[src/rtl/mem_arbiter_if.sv]
// mem_arbiter_if: bus bundle between two requesters, the shared memory port
// and mem_arbiter.
//   Requester N (N=0,1): I_reqN, I_weN, I_addrN, I_wdataN in; O_doneN, O_errN out
//   Shared return:       O_rdata (read data), O_grant (one-hot owner)
//   Memory side:         O_mem_execute/we/addr/wdata out; I_mem_ready,
//                        I_data_ready, I_mem_data in
// The slave modport is the arbiter's view; master is the environment's view.
interface mem_arbiter_if #(
  parameter int AW = 16,
  parameter int DW = 16
);
  logic          I_req0;
  logic          I_we0;
  logic [AW-1:0] I_addr0;
  logic [DW-1:0] I_wdata0;
  logic          O_done0;
  logic          O_err0;

  logic          I_req1;
  logic          I_we1;
  logic [AW-1:0] I_addr1;
  logic [DW-1:0] I_wdata1;
  logic          O_done1;
  logic          O_err1;

  logic [DW-1:0] O_rdata;
  logic [1:0]    O_grant;

  logic          O_mem_execute;
  logic          O_mem_we;
  logic [AW-1:0] O_mem_addr;
  logic [DW-1:0] O_mem_wdata;
  logic          I_mem_ready;
  logic          I_data_ready;
  logic [DW-1:0] I_mem_data;

  modport slave (
    input  I_req0, I_we0, I_addr0, I_wdata0,
    input  I_req1, I_we1, I_addr1, I_wdata1,
    input  I_mem_ready, I_data_ready, I_mem_data,
    output O_done0, O_err0, O_done1, O_err1,
    output O_rdata, O_grant,
    output O_mem_execute, O_mem_we, O_mem_addr, O_mem_wdata
  );

  modport master (
    output I_req0, I_we0, I_addr0, I_wdata0,
    output I_req1, I_we1, I_addr1, I_wdata1,
    output I_mem_ready, I_data_ready, I_mem_data,
    input  O_done0, O_err0, O_done1, O_err1,
    input  O_rdata, O_grant,
    input  O_mem_execute, O_mem_we, O_mem_addr, O_mem_wdata
  );
endinterface

[src/rtl/mem_arbiter.sv]
// mem_arbiter: round-robin arbiter for two requesters (0 = CPU, 1 = DMA /
// debug loader) sharing one memory port. Serialises accesses through
// IDLE -> ISSUE -> WAIT -> DONE, drives the execute/ready handshake and
// returns done, read data and a watchdog timeout error to the owner.
// Ports:
//   I_clk      rising-edge clock
//   I_reset_n  synchronous active-low reset
//   bus        mem_arbiter_if.slave (requester, return and memory signals)
// Parameters: AW/DW address/data width, TIMEOUT max WAIT cycles (1..65535).
module mem_arbiter #(
  parameter int AW      = 16,
  parameter int DW      = 16,
  parameter int TIMEOUT = 255
) (
  input  logic         I_clk,
  input  logic         I_reset_n,
  mem_arbiter_if.slave bus
);

  typedef enum logic [1:0] {
    S_IDLE,
    S_ISSUE,
    S_WAIT,
    S_DONE
  } state_t;

  localparam logic [16:0] TMO = 17'(TIMEOUT);

  state_t        state_q, state_d;
  logic          last_grant_q;
  logic          owner_q;
  logic          busy_seen_q;
  logic          err_q;
  logic [15:0]   wd_q;
  logic [1:0]    grant_q;
  logic          mem_we_q;
  logic [AW-1:0] mem_addr_q;
  logic [DW-1:0] mem_wdata_q;
  logic [DW-1:0] rdata_q;

  logic          any_req;
  logic          win;
  logic [16:0]   wd_inc;
  logic          timed_out;
  logic          rd_done;
  logic          wr_done;
  logic          complete;

  logic          exec;
  logic          done0, done1, err0, err1;

  assign any_req   = bus.I_req0 | bus.I_req1;
  // Sole requester wins; on a tie the one that did not go last wins.
  assign win       = (bus.I_req0 && bus.I_req1) ? ~last_grant_q : bus.I_req1;
  assign wd_inc    = {1'b0, wd_q} + 17'd1;
  assign timed_out = (wd_inc >= TMO);
  // Reads finish on data valid; writes need memory to have gone busy and
  // come back, so a stale ready right after the strobe is not taken.
  assign rd_done   = !mem_we_q && bus.I_data_ready;
  assign wr_done   = mem_we_q && bus.I_mem_ready && busy_seen_q;
  assign complete  = rd_done || wr_done;

  always_ff @(posedge I_clk) begin
    if (!I_reset_n) state_q <= S_IDLE;
    else            state_q <= state_d;
  end

  always_comb begin
    state_d = state_q;
    exec    = 1'b0;
    done0   = 1'b0;
    done1   = 1'b0;
    err0    = 1'b0;
    err1    = 1'b0;
    case (state_q)
      S_IDLE:  if (any_req && bus.I_mem_ready) state_d = S_ISSUE;
      S_ISSUE: begin
        exec    = 1'b1;
        state_d = S_WAIT;
      end
      S_WAIT:  if (complete || timed_out) state_d = S_DONE;
      S_DONE: begin
        done0   = ~owner_q;
        done1   = owner_q;
        err0    = ~owner_q & err_q;
        err1    = owner_q & err_q;
        state_d = S_IDLE;
      end
      default: state_d = S_IDLE;
    endcase
  end

  always_ff @(posedge I_clk) begin
    if (!I_reset_n) begin
      last_grant_q <= 1'b1;
      owner_q      <= 1'b0;
      busy_seen_q  <= 1'b0;
      err_q        <= 1'b0;
      wd_q         <= '0;
      grant_q      <= '0;
      mem_we_q     <= 1'b0;
      mem_addr_q   <= '0;
      mem_wdata_q  <= '0;
      rdata_q      <= '0;
    end else begin
      case (state_q)
        S_IDLE: begin
          if (any_req && bus.I_mem_ready) begin
            owner_q     <= win;
            grant_q     <= win ? 2'b10 : 2'b01;
            mem_we_q    <= win ? bus.I_we1    : bus.I_we0;
            mem_addr_q  <= win ? bus.I_addr1  : bus.I_addr0;
            mem_wdata_q <= win ? bus.I_wdata1 : bus.I_wdata0;
          end
        end
        S_ISSUE: begin
          busy_seen_q <= 1'b0;
          wd_q        <= '0;
          err_q       <= 1'b0;
        end
        S_WAIT: begin
          wd_q <= wd_inc[15:0];
          if (!bus.I_mem_ready) busy_seen_q <= 1'b1;
          if (complete) begin
            if (rd_done) rdata_q <= bus.I_mem_data;
          end else if (timed_out) begin
            err_q   <= 1'b1;
            rdata_q <= '0;
          end
        end
        S_DONE: begin
          last_grant_q <= owner_q;
          grant_q      <= '0;
          mem_we_q     <= 1'b0;
        end
        default: ;
      endcase
    end
  end

  assign bus.O_mem_execute = exec;
  assign bus.O_mem_we      = mem_we_q;
  assign bus.O_mem_addr    = mem_addr_q;
  assign bus.O_mem_wdata   = mem_wdata_q;
  assign bus.O_grant       = grant_q;
  assign bus.O_rdata       = rdata_q;
  assign bus.O_done0       = done0;
  assign bus.O_done1       = done1;
  assign bus.O_err0        = err0;
  assign bus.O_err1        = err1;

endmodule

[src/flat_wrapper.sv]
// flat-port wrapper written by rule: the top's interface ports become plain ports
module mem_arbiter_flat 
#(
  parameter int AW      = 16,
  parameter int DW      = 16,
  parameter int TIMEOUT = 255
)
  (I_clk, I_reset_n, bus_I_req0, bus_I_we0, bus_I_addr0, bus_I_wdata0, bus_I_req1, bus_I_we1, bus_I_addr1, bus_I_wdata1, bus_I_mem_ready, bus_I_data_ready, bus_I_mem_data, bus_O_done0, bus_O_err0, bus_O_done1, bus_O_err1, bus_O_rdata, bus_O_grant, bus_O_mem_execute, bus_O_mem_we, bus_O_mem_addr, bus_O_mem_wdata);
  mem_arbiter_if #(.AW(AW), .DW(DW)) bus_i ();
  input  logic I_clk;
  input  logic I_reset_n;
  input wire logic [$bits(bus_i.I_req0)-1:0] bus_I_req0;
  input wire logic [$bits(bus_i.I_we0)-1:0] bus_I_we0;
  input wire logic [$bits(bus_i.I_addr0)-1:0] bus_I_addr0;
  input wire logic [$bits(bus_i.I_wdata0)-1:0] bus_I_wdata0;
  input wire logic [$bits(bus_i.I_req1)-1:0] bus_I_req1;
  input wire logic [$bits(bus_i.I_we1)-1:0] bus_I_we1;
  input wire logic [$bits(bus_i.I_addr1)-1:0] bus_I_addr1;
  input wire logic [$bits(bus_i.I_wdata1)-1:0] bus_I_wdata1;
  input wire logic [$bits(bus_i.I_mem_ready)-1:0] bus_I_mem_ready;
  input wire logic [$bits(bus_i.I_data_ready)-1:0] bus_I_data_ready;
  input wire logic [$bits(bus_i.I_mem_data)-1:0] bus_I_mem_data;
  output wire logic [$bits(bus_i.O_done0)-1:0] bus_O_done0;
  output wire logic [$bits(bus_i.O_err0)-1:0] bus_O_err0;
  output wire logic [$bits(bus_i.O_done1)-1:0] bus_O_done1;
  output wire logic [$bits(bus_i.O_err1)-1:0] bus_O_err1;
  output wire logic [$bits(bus_i.O_rdata)-1:0] bus_O_rdata;
  output wire logic [$bits(bus_i.O_grant)-1:0] bus_O_grant;
  output wire logic [$bits(bus_i.O_mem_execute)-1:0] bus_O_mem_execute;
  output wire logic [$bits(bus_i.O_mem_we)-1:0] bus_O_mem_we;
  output wire logic [$bits(bus_i.O_mem_addr)-1:0] bus_O_mem_addr;
  output wire logic [$bits(bus_i.O_mem_wdata)-1:0] bus_O_mem_wdata;
  assign bus_i.I_req0 = bus_I_req0;
  assign bus_i.I_we0 = bus_I_we0;
  assign bus_i.I_addr0 = bus_I_addr0;
  assign bus_i.I_wdata0 = bus_I_wdata0;
  assign bus_i.I_req1 = bus_I_req1;
  assign bus_i.I_we1 = bus_I_we1;
  assign bus_i.I_addr1 = bus_I_addr1;
  assign bus_i.I_wdata1 = bus_I_wdata1;
  assign bus_i.I_mem_ready = bus_I_mem_ready;
  assign bus_i.I_data_ready = bus_I_data_ready;
  assign bus_i.I_mem_data = bus_I_mem_data;
  assign bus_O_done0 = bus_i.O_done0;
  assign bus_O_err0 = bus_i.O_err0;
  assign bus_O_done1 = bus_i.O_done1;
  assign bus_O_err1 = bus_i.O_err1;
  assign bus_O_rdata = bus_i.O_rdata;
  assign bus_O_grant = bus_i.O_grant;
  assign bus_O_mem_execute = bus_i.O_mem_execute;
  assign bus_O_mem_we = bus_i.O_mem_we;
  assign bus_O_mem_addr = bus_i.O_mem_addr;
  assign bus_O_mem_wdata = bus_i.O_mem_wdata;
  mem_arbiter #(.AW(AW), .DW(DW), .TIMEOUT(TIMEOUT)) u_core (.I_clk(I_clk), .I_reset_n(I_reset_n), .bus(bus_i));
endmodule
[config.mk]
export PLATFORM = sky130hd
export DESIGN_NAME = mem_arbiter_flat
export DESIGN_NICKNAME = d
export VERILOG_FILES = /design/src/rtl/mem_arbiter_if.sv /design/src/rtl/mem_arbiter.sv /design/src/flat_wrapper.sv
export SDC_FILE = /design/constraint.sdc
export NUM_CORES = 1
export LEC_CHECK = 0
export ABC_CLOCK_PERIOD_IN_PS = 7340
export CORE_ASPECT_RATIO = 0.9
export CORE_MARGIN = 2
export CORE_UTILIZATION = 48
export DETAILED_ROUTE_END_ITERATION = 10
export PLACE_DENSITY_LB_ADDON = 0.25
export SYNTH_ARGS = -nofsm -noshare
export SYNTH_HDL_FRONTEND = slang
export SYNTH_SLANG_ARGS = --single-unit
[constraint.sdc]
create_clock -name I_clk -period 7.34 [get_ports I_clk]
set_input_delay 0.734 -clock I_clk [delete_from_list [all_inputs] [get_ports I_clk]]
set_output_delay 0.734 -clock I_clk [all_outputs]
set_load 0.02 [all_outputs]
==> run_results.csv, run 1 <==
group,metric,value,unit
place,place_ws,4.46,ns
floorplan,dieHeight,88.3,um
layout,diodes,0,
sta,max_freq,341,MHz
detailed_routing,wl_per_cell,15.3,um
floorplan,io-pin-count,144,
clocking,clk_latency,0.35,ns
grt,overflow,0,
sta,holdWs,0.459,ns
clocking,cts_tree,"done",
hold_path,hold_path_class,"register to register",
setup_path,critPathLaunch,"u_core.wd_q[0]",
place,place_hpwl,7210,um
synth,synth_cells,432,
place,placed_cell_area,5230,um^2
outcome,outcome,"complete, no violations",
detailed_routing,postRouteAntennaNets,0,
sta,setup_viol,0,
synth,yosysTopAreaCell,"dfxtp_1",
sta,worst_pin_slew,1.05,ns
detailed_routing,route.detailed.drc,0,
synth,yosysUniqueCellTypes,51,
grt,first_global_vias,3411,
layout,final_cells,657,
setup_path,rr_endpoint,"u_core.bus.O_rdata[2]",
floorplan,die_x,97.6,um
run,maxCapViolCount,0,
synth,synth_ff_type,"dfxtp_1",
floorplan,start_util,50.0,%
setup_path,path_max_fanout,16,
sta,maxSlewHeadroom,30.0,%
synth,seq_area_frac_synth,38.6,%
setup_path,worstPathArrival,3.14,ns
clocking,ctsHtreeMaxLevel,3,
clocking,cts_made_buffers,9,
place,port_buffers,143,
detailed_routing,num_vias,3628,
synth,synth_seq_cells,73,
synth,synth_nets,527,
grt,grt_pass1_wl,16000,um
floorplan,die-area,8620,um^2
power_and_ir_drop,ir_drop,128,uV
sta,hold_viol_final,0,
sta,post-route-period-util,39.9,%
sta,maxSlewViolCount,0,
place,place_congestion,0.862,
setup_path,crit_required,7.55,ns
sta,setup_slack,4.41,ns
sta,post-route-min-period,2.93,ns
setup_path,r2r_slack,4.41,ns
synth,ys_warn_count,0,
setup_path,endpoint,"u_core.bus.O_rdata[2]",
grt,antenna_found_initial,0,
setup_path,reg2reg_depth,7,
synth,async_reset_ff_share,0,%
sta,skew,0.0114,ns
clocking,cts_hold_buf,0,
layout,fin_area,5460,um^2
clocking,numClockSinks,73,
grt,grt_usage,22.7,%
detailed_routing,vias_per_cell,5.52,
sta,rsz0062_at_grt,"no",
setup_path,worstSetupStartpointType,"register",
synth,yosysTopAreaCellShare,38.6,%
sta,final.setup.tns,0,ns
clocking,cts.path.max_buffers,2,
clocking,cts_resized,0,
synth,synth_area_leaders,"dfxtp_1 (39%), mux2i_1 (9.3%), nand2_1 (8.5%), o211a_1 (8.5%), o31ai_1 (3.6%)",
power_and_ir_drop,leakage,2.24,nW
setup_path,criticalPathCategory,"register to register",
detailed_routing,dr.first_iter.drc_count,236,
layout,syn2layout_area_growth,44.1,%
setup_path,rr_startpoint,"u_core.wd_q[0]",
synth,syn_area,3790,um^2
clocking,cts_setup_buffers,0,
place,placedCellCount,641,
floorplan,core-area,7580,um^2
synth,synthTopCellsByCount,"nand2_1 (86), dfxtp_1 (73), mux2i_1 (35)",
clocking,clk_pin_slew_worst_paths,0.08,ns
layout,num-nets-final,651,
detailed_routing,drt-total-wl,10000,um
setup_path,worstSetupEndpointType,"register",
power_and_ir_drop,power_density,247,nW/um^2
synth,postSynthAreaPerCell,8.77,um^2
detailed_routing,dr.pass1.iters,5,
grt,grt_start_max_net_pins,76,
floorplan,rows,30,
layout,drive_gt1_share,6.42,%
synth,synth-edff-count,0,
clocking,cts_root_buf,"clkbuf_8",
synth,synth_most_common_cell,"nand2_1",
[area by class of cell]
| type | count | area (um^2) |
|---|---|---|
| tap | 96 | 120 |
| multi-input combinational | 316 | 2160 |
| clock buffer | 10 | 138 |
| fill | 581 | 2120 |
| timing repair buffer | 146 | 1450 |
| sequential | 73 | 1460 |
| clock inverter | 6 | 90.1 |
| inverter | 10 | 37.5 |
[how the worst min path moves through the flow]
stage | start | endpoint | slack, ns | cells past startpoint
6_report | u_core.bus.O_rdata[10] | u_core.bus.O_rdata[10] | 0.46 | 2
3_3_place_gp | u_core.bus.O_rdata[3] | u_core.bus.O_rdata[3] | 0.44 | 2
3_5_place_dp | u_core.bus.O_rdata[10] | u_core.bus.O_rdata[10] | 0.45 | 2
5_1_grt | u_core.bus.O_rdata[14] | u_core.bus.O_rdata[14] | 0.48 | 2
4_1_cts | u_core.bus.O_rdata[10] | u_core.bus.O_rdata[10] | 0.46 | 2
2_1_floorplan | u_core.last_grant_q | u_core.last_grant_q | 0.43 | 2
[power breakdown]
| part | switching [mW] | internal [mW] | leakage, nW |
|---|---|---|---|
| Clock | 0.157 | 0.202 | 0.113 |
| Sequential | 0.0398 | 0.460 | 0.596 |
| Combinational | 0.260 | 0.227 | 1.54 |
[state kept, by name (all words and copies together), names as in the netlist]
| signal | count |
|---|---|
| u_core.last_grant_q | 1 |
| u_core.state_q | 2 |
| u_core.bus.O_mem_we | 1 |
| u_core.owner_q | 1 |
| u_core.err_q | 1 |
| u_core.bus.O_rdata | 16 |
| u_core.bus.O_mem_addr | 16 |
| u_core.bus.O_grant | 2 |
| u_core.wd_q | 16 |
| u_core.bus.O_mem_wdata | 16 |
| u_core.busy_seen_q | 1 |
[cell families after synthesis]
group                      after synthesis  synth area share [%]
AOI/OAI and AO/OA                      104                  22.7
xor gates and xnor gates                 2                 0.463
adders and majority gates                7                  2.31
buffers and inverters                   43                  4.82
DFF                                     73                  38.6
muxes                                   40                  10.7
and+or+nand+nor                        163                  20.4
[routing by layer]
| metal | up-vias | wire [um] | GRT usage [%] |
|---|---|---|---|
| met5 | - | 0 | 0 |
| met3 | 18 | 780 | 7.03 |
| met2 | 152 | 4880 | 38.6 |
| li1 | 1789 | - | - |
| met4 | 0 | 180 | 6.94 |
| met1 | 1669 | 4210 | 28.0 |
[placed cells by master, fill, tap and decap left out, types with 7 or more instances in the layout]
cell type	instances
clkdlybuf4s50_1	142
nand2_1	86
dfxtp_1	73
mux2i_1	35
o211a_1	32
o31ai_1	18
nor2_1	17
nor2b_1	15
o21ai_0	11
a21oi_1	11
clkbuf_8	10
inv_1	9
nand3_1	9
a22oi_1	9
and2_1	7
nor3_1	7
ha_1	7
[stage by stage]
stage                     util (%)  total power [mW]
after floorplan                  -             0.773
after global placement        69.0             0.983
after detailed placement      69.0             0.995
after CTS                     72.0              1.35
after global routing          72.0              1.41
final                         72.0              1.35
[critical path, stage by stage (launching register included)]
cell	delay [ns]
dfxtp_1	0.50
ha_1	0.34
nand3_1	0.27
or2_1	0.36
nor3_1	0.35
a31oi_4	0.10
a31oi_2	0.68
o31ai_1	0.19
(Power assumes the default switching activity.)
==> run 2, diff against run 1 <==
--- a/config.mk
+++ b/config.mk
@@ -5,10 +5,10 @@
 export SDC_FILE = /design/constraint.sdc
 export NUM_CORES = 1
 export LEC_CHECK = 0
-export ABC_CLOCK_PERIOD_IN_PS = 7340
+export ABC_CLOCK_PERIOD_IN_PS = 2700
 export CORE_ASPECT_RATIO = 0.9
 export CORE_MARGIN = 2
-export CORE_UTILIZATION = 48
+export CORE_UTILIZATION = 44
 export DETAILED_ROUTE_END_ITERATION = 10
 export PLACE_DENSITY_LB_ADDON = 0.25
 export SYNTH_ARGS = -nofsm -noshare
==> constraint.sdc (replaced) <==
create_clock -name I_clk -period 2.7 [get_ports I_clk]
set_input_delay 0.27 -clock I_clk [delete_from_list [all_inputs] [get_ports I_clk]]
set_output_delay 0.27 -clock I_clk [all_outputs]
set_load 0.02 [all_outputs]
==> run 2 against run 1 <==
- sequential power rose to 2.7 times the previous value
- critical endpoint is now u_core.bus.O_rdata[9]
- non-clock buffer count rose by 9
- wire length rose by 1.4%
- highest routed layer unchanged
==> run_results.csv, run 2 (same netlist as run 1, synthesis figures left out) <==
group,metric,value,unit
floorplan,die_x,102,um
setup_path,rr_endpoint,"u_core.bus.O_rdata[9]",
layout,num-nets-final,660,
sta,post-route-min-period,2.44,ns
grt,use_met2,34.6,%
floorplan,core-area,8450,um^2
setup_path,crit_required,2.92,ns
power_and_ir_drop,power_frac_seq,38.0,%
clocking,clk_latency,0.35,ns
power_and_ir_drop,clkPwrFrac,23.5,%
power_and_ir_drop,power_density,643,nW/um^2
grt,grt_start_max_net_pins,49,
hold_path,hold_path_class,"input pin to register",
grt,first_global_vias,3410,
sta,rsz0062_at_grt,"no",
run,maxCapViolCount,0,
place,placed_cell_area,5350,um^2
place,placedCellCount,673,
layout,fin_area,5570,um^2
grt,globalRouteMet1Util,28.5,%
setup_path,path_max_fanout,16,
place,place_hpwl,7470,um
detailed_routing,vias_per_cell,5.27,
floorplan,start_util,44.8,%
setup_path,r2r_slack,0.26,ns
setup_path,worstSetupEndpointType,"register",
grt,overflow,0,
floorplan,die-area,9370,um^2
clocking,clk_pin_slew_worst_paths,0.08,ns
grt,antenna_found_initial,0,
clocking,cts_made_buffers,9,
setup_path,worstSetupStartpointType,"register",
floorplan,io-pin-count,144,
power_and_ir_drop,switching_share,34.4,%
sta,maxSlewViolCount,0,
power_and_ir_drop,p_comb_share,38.5,%
clocking,cts_hold_buf,0,
clocking,cts_root_buf,"clkbuf_8",
setup_path,reg2reg_depth,8,
detailed_routing,route.detailed.drc,0,
power_and_ir_drop,p_switching,1.23,mW
outcome,outcome,"complete, no violations",
sta,post-route-period-util,90.5,%
setup_path,criticalPathCategory,"register to register",
place,port_buffers,143,
hold_path,holdCritStartpoint,"I_reset_n",
layout,final_cells,688,
grt,grt_usage,21.7,%
detailed_routing,dr.first_iter.drc_count,155,
detailed_routing,postRouteAntennaNets,0,
detailed_routing,wl_per_cell,14.8,um
sta,skew,0.00856,ns
layout,diodes,0,
sta,setup_viol,0,
layout,final_common_cell,"clkdlybuf4s50_1",
grt,met3_usage,6.94,%
detailed_routing,dr.pass1.iters,5,
hold_path,min_to,"u_core.bus.O_mem_addr[4]",
power_and_ir_drop,power.internal,2.35,mW
setup_path,rr_startpoint,"u_core.wd_q[0]",
clocking,ctsHtreeMaxLevel,3,
clocking,cts.path.max_buffers,2,
sta,maxSlewHeadroom,63.0,%
sta,setup_slack,0.257,ns
clocking,cts_tree,"done",
floorplan,dieHeight,92.0,um
place,place_congestion,0.899,
detailed_routing,num_vias,3628,
floorplan,rows,32,
power_and_ir_drop,leakage,2.28,nW
sta,hold_viol_final,0,
setup_path,worstPathArrival,2.66,ns
layout,syn2layout_area_growth,47.1,%
clocking,numClockSinks,73,
layout,final_cell_mix,"clkdlybuf4s50_1 (142), nand2_1 (86), dfxtp_1 (73)",
detailed_routing,drt-total-wl,10200,um
hold_path,hold-path-cell-count,2,
grt,grt_busiest_layer,"met2",
sta,worst_pin_slew,0.555,ns
sta,max_freq,409,MHz
grt,grt_pass1_wl,16300,um
layout,final_util,65.9,%
power_and_ir_drop,ir_drop,370,uV
layout,drive_gt1_share,8.08,%
place,place_ws,-0.0341,ns
[run 2: changes by cell type in the layout (fill, tap and decap cells not counted), sizes merged]
| cell | before | now |
|---|---|---|
| bufinv | 2 | 1 |
| buf | 4 | 13 |
| inv | 10 | 9 |
| clkinv | 3 | 4 |
[run 2: per-stage QoR]
stage	TNS [ns]	hold WS (ns)	total power, mW
after floorplan	0	0.378	2.10
after detailed placement	-0.0936	0.451	2.76
after global routing	0	0.439	3.78
after global placement	0	0.445	2.73
after CTS	0	0.430	3.62
final	0	0.436	3.58
[run 2: timing repair]
| action | in CTS | in global routing |
|---|---|---|
| resized for setup | 1 | 3 |
| endpoints found under the hold margin | 0 | 0 |
| setup buffers | 0 | 0 |
| pin swaps | 0 | 2 |
| setup endpoints to repair | 16 | 17 |
[run 2: cell type report]
type                       instances  area, um^2
clock buffer                      10         138
clock inverter                     5        56.3
fill                             685        2880
inverter                          10        37.5
multi-input combinational        316        2190
sequential                        73        1460
tap                              119         149
timing repair buffer             155        1540
[run 2: how the worst max path moves through the flow]
stage                             endpoint  slack, ns           start
global route        u_core.bus.O_rdata[12]       0.02  u_core.wd_q[0]
detailed placement   u_core.bus.O_rdata[9]      -0.03  u_core.wd_q[0]
finish               u_core.bus.O_rdata[9]       0.26  u_core.wd_q[0]
floorplan           u_core.bus.O_rdata[10]       0.33  u_core.wd_q[1]
global placement     u_core.bus.O_rdata[5]       0.12  u_core.wd_q[0]
CTS                  u_core.bus.O_rdata[9]       0.12  u_core.wd_q[0]
[run 2: worst max-delay path: stages, from the launching register on]
cell,delay [ns]
dfxtp_1,0.48
inv_1,0.10
ha_1,0.32
nor2_1,0.10
o211ai_1,0.09
a311oi_1,0.42
a211oi_4,0.17
a31oi_4,0.45
o31ai_1,0.16
[run 2: layer usage]
| metal | vias up | routed length, um |
|---|---|---|
| met1 | 1695 | 4500 |
| met5 | - | 0 |
| met4 | 0 | 119 |
| li1 | 1803 | - |
| met3 | 14 | 683 |
| met2 | 116 | 4890 |
[run 2: power by group through the flow]
| stage | clock network (mW) | registers (mW) | logic, mW |
|---|---|---|---|
| floorplan | 0 | 1.56 | 0.542 |
| global placement | 0 | 1.37 | 1.36 |
| detailed placement | 0 | 1.38 | 1.37 |
| CTS | 0.873 | 1.36 | 1.39 |
| global route | 0.916 | 1.38 | 1.48 |
| finish | 0.842 | 1.36 | 1.38 |
==> run 3, diff against run 2 <==
--- a/config.mk
+++ b/config.mk
@@ -5,6 +5,7 @@
 export SDC_FILE = /design/constraint.sdc
 export NUM_CORES = 1
 export LEC_CHECK = 0
+export ABC_AREA = 0
 export ABC_CLOCK_PERIOD_IN_PS = 2700
 export CORE_ASPECT_RATIO = 0.9
 export CORE_MARGIN = 2
==> results of run 3 <==
Final layout, timing and power as in run 2 (identical DEF).
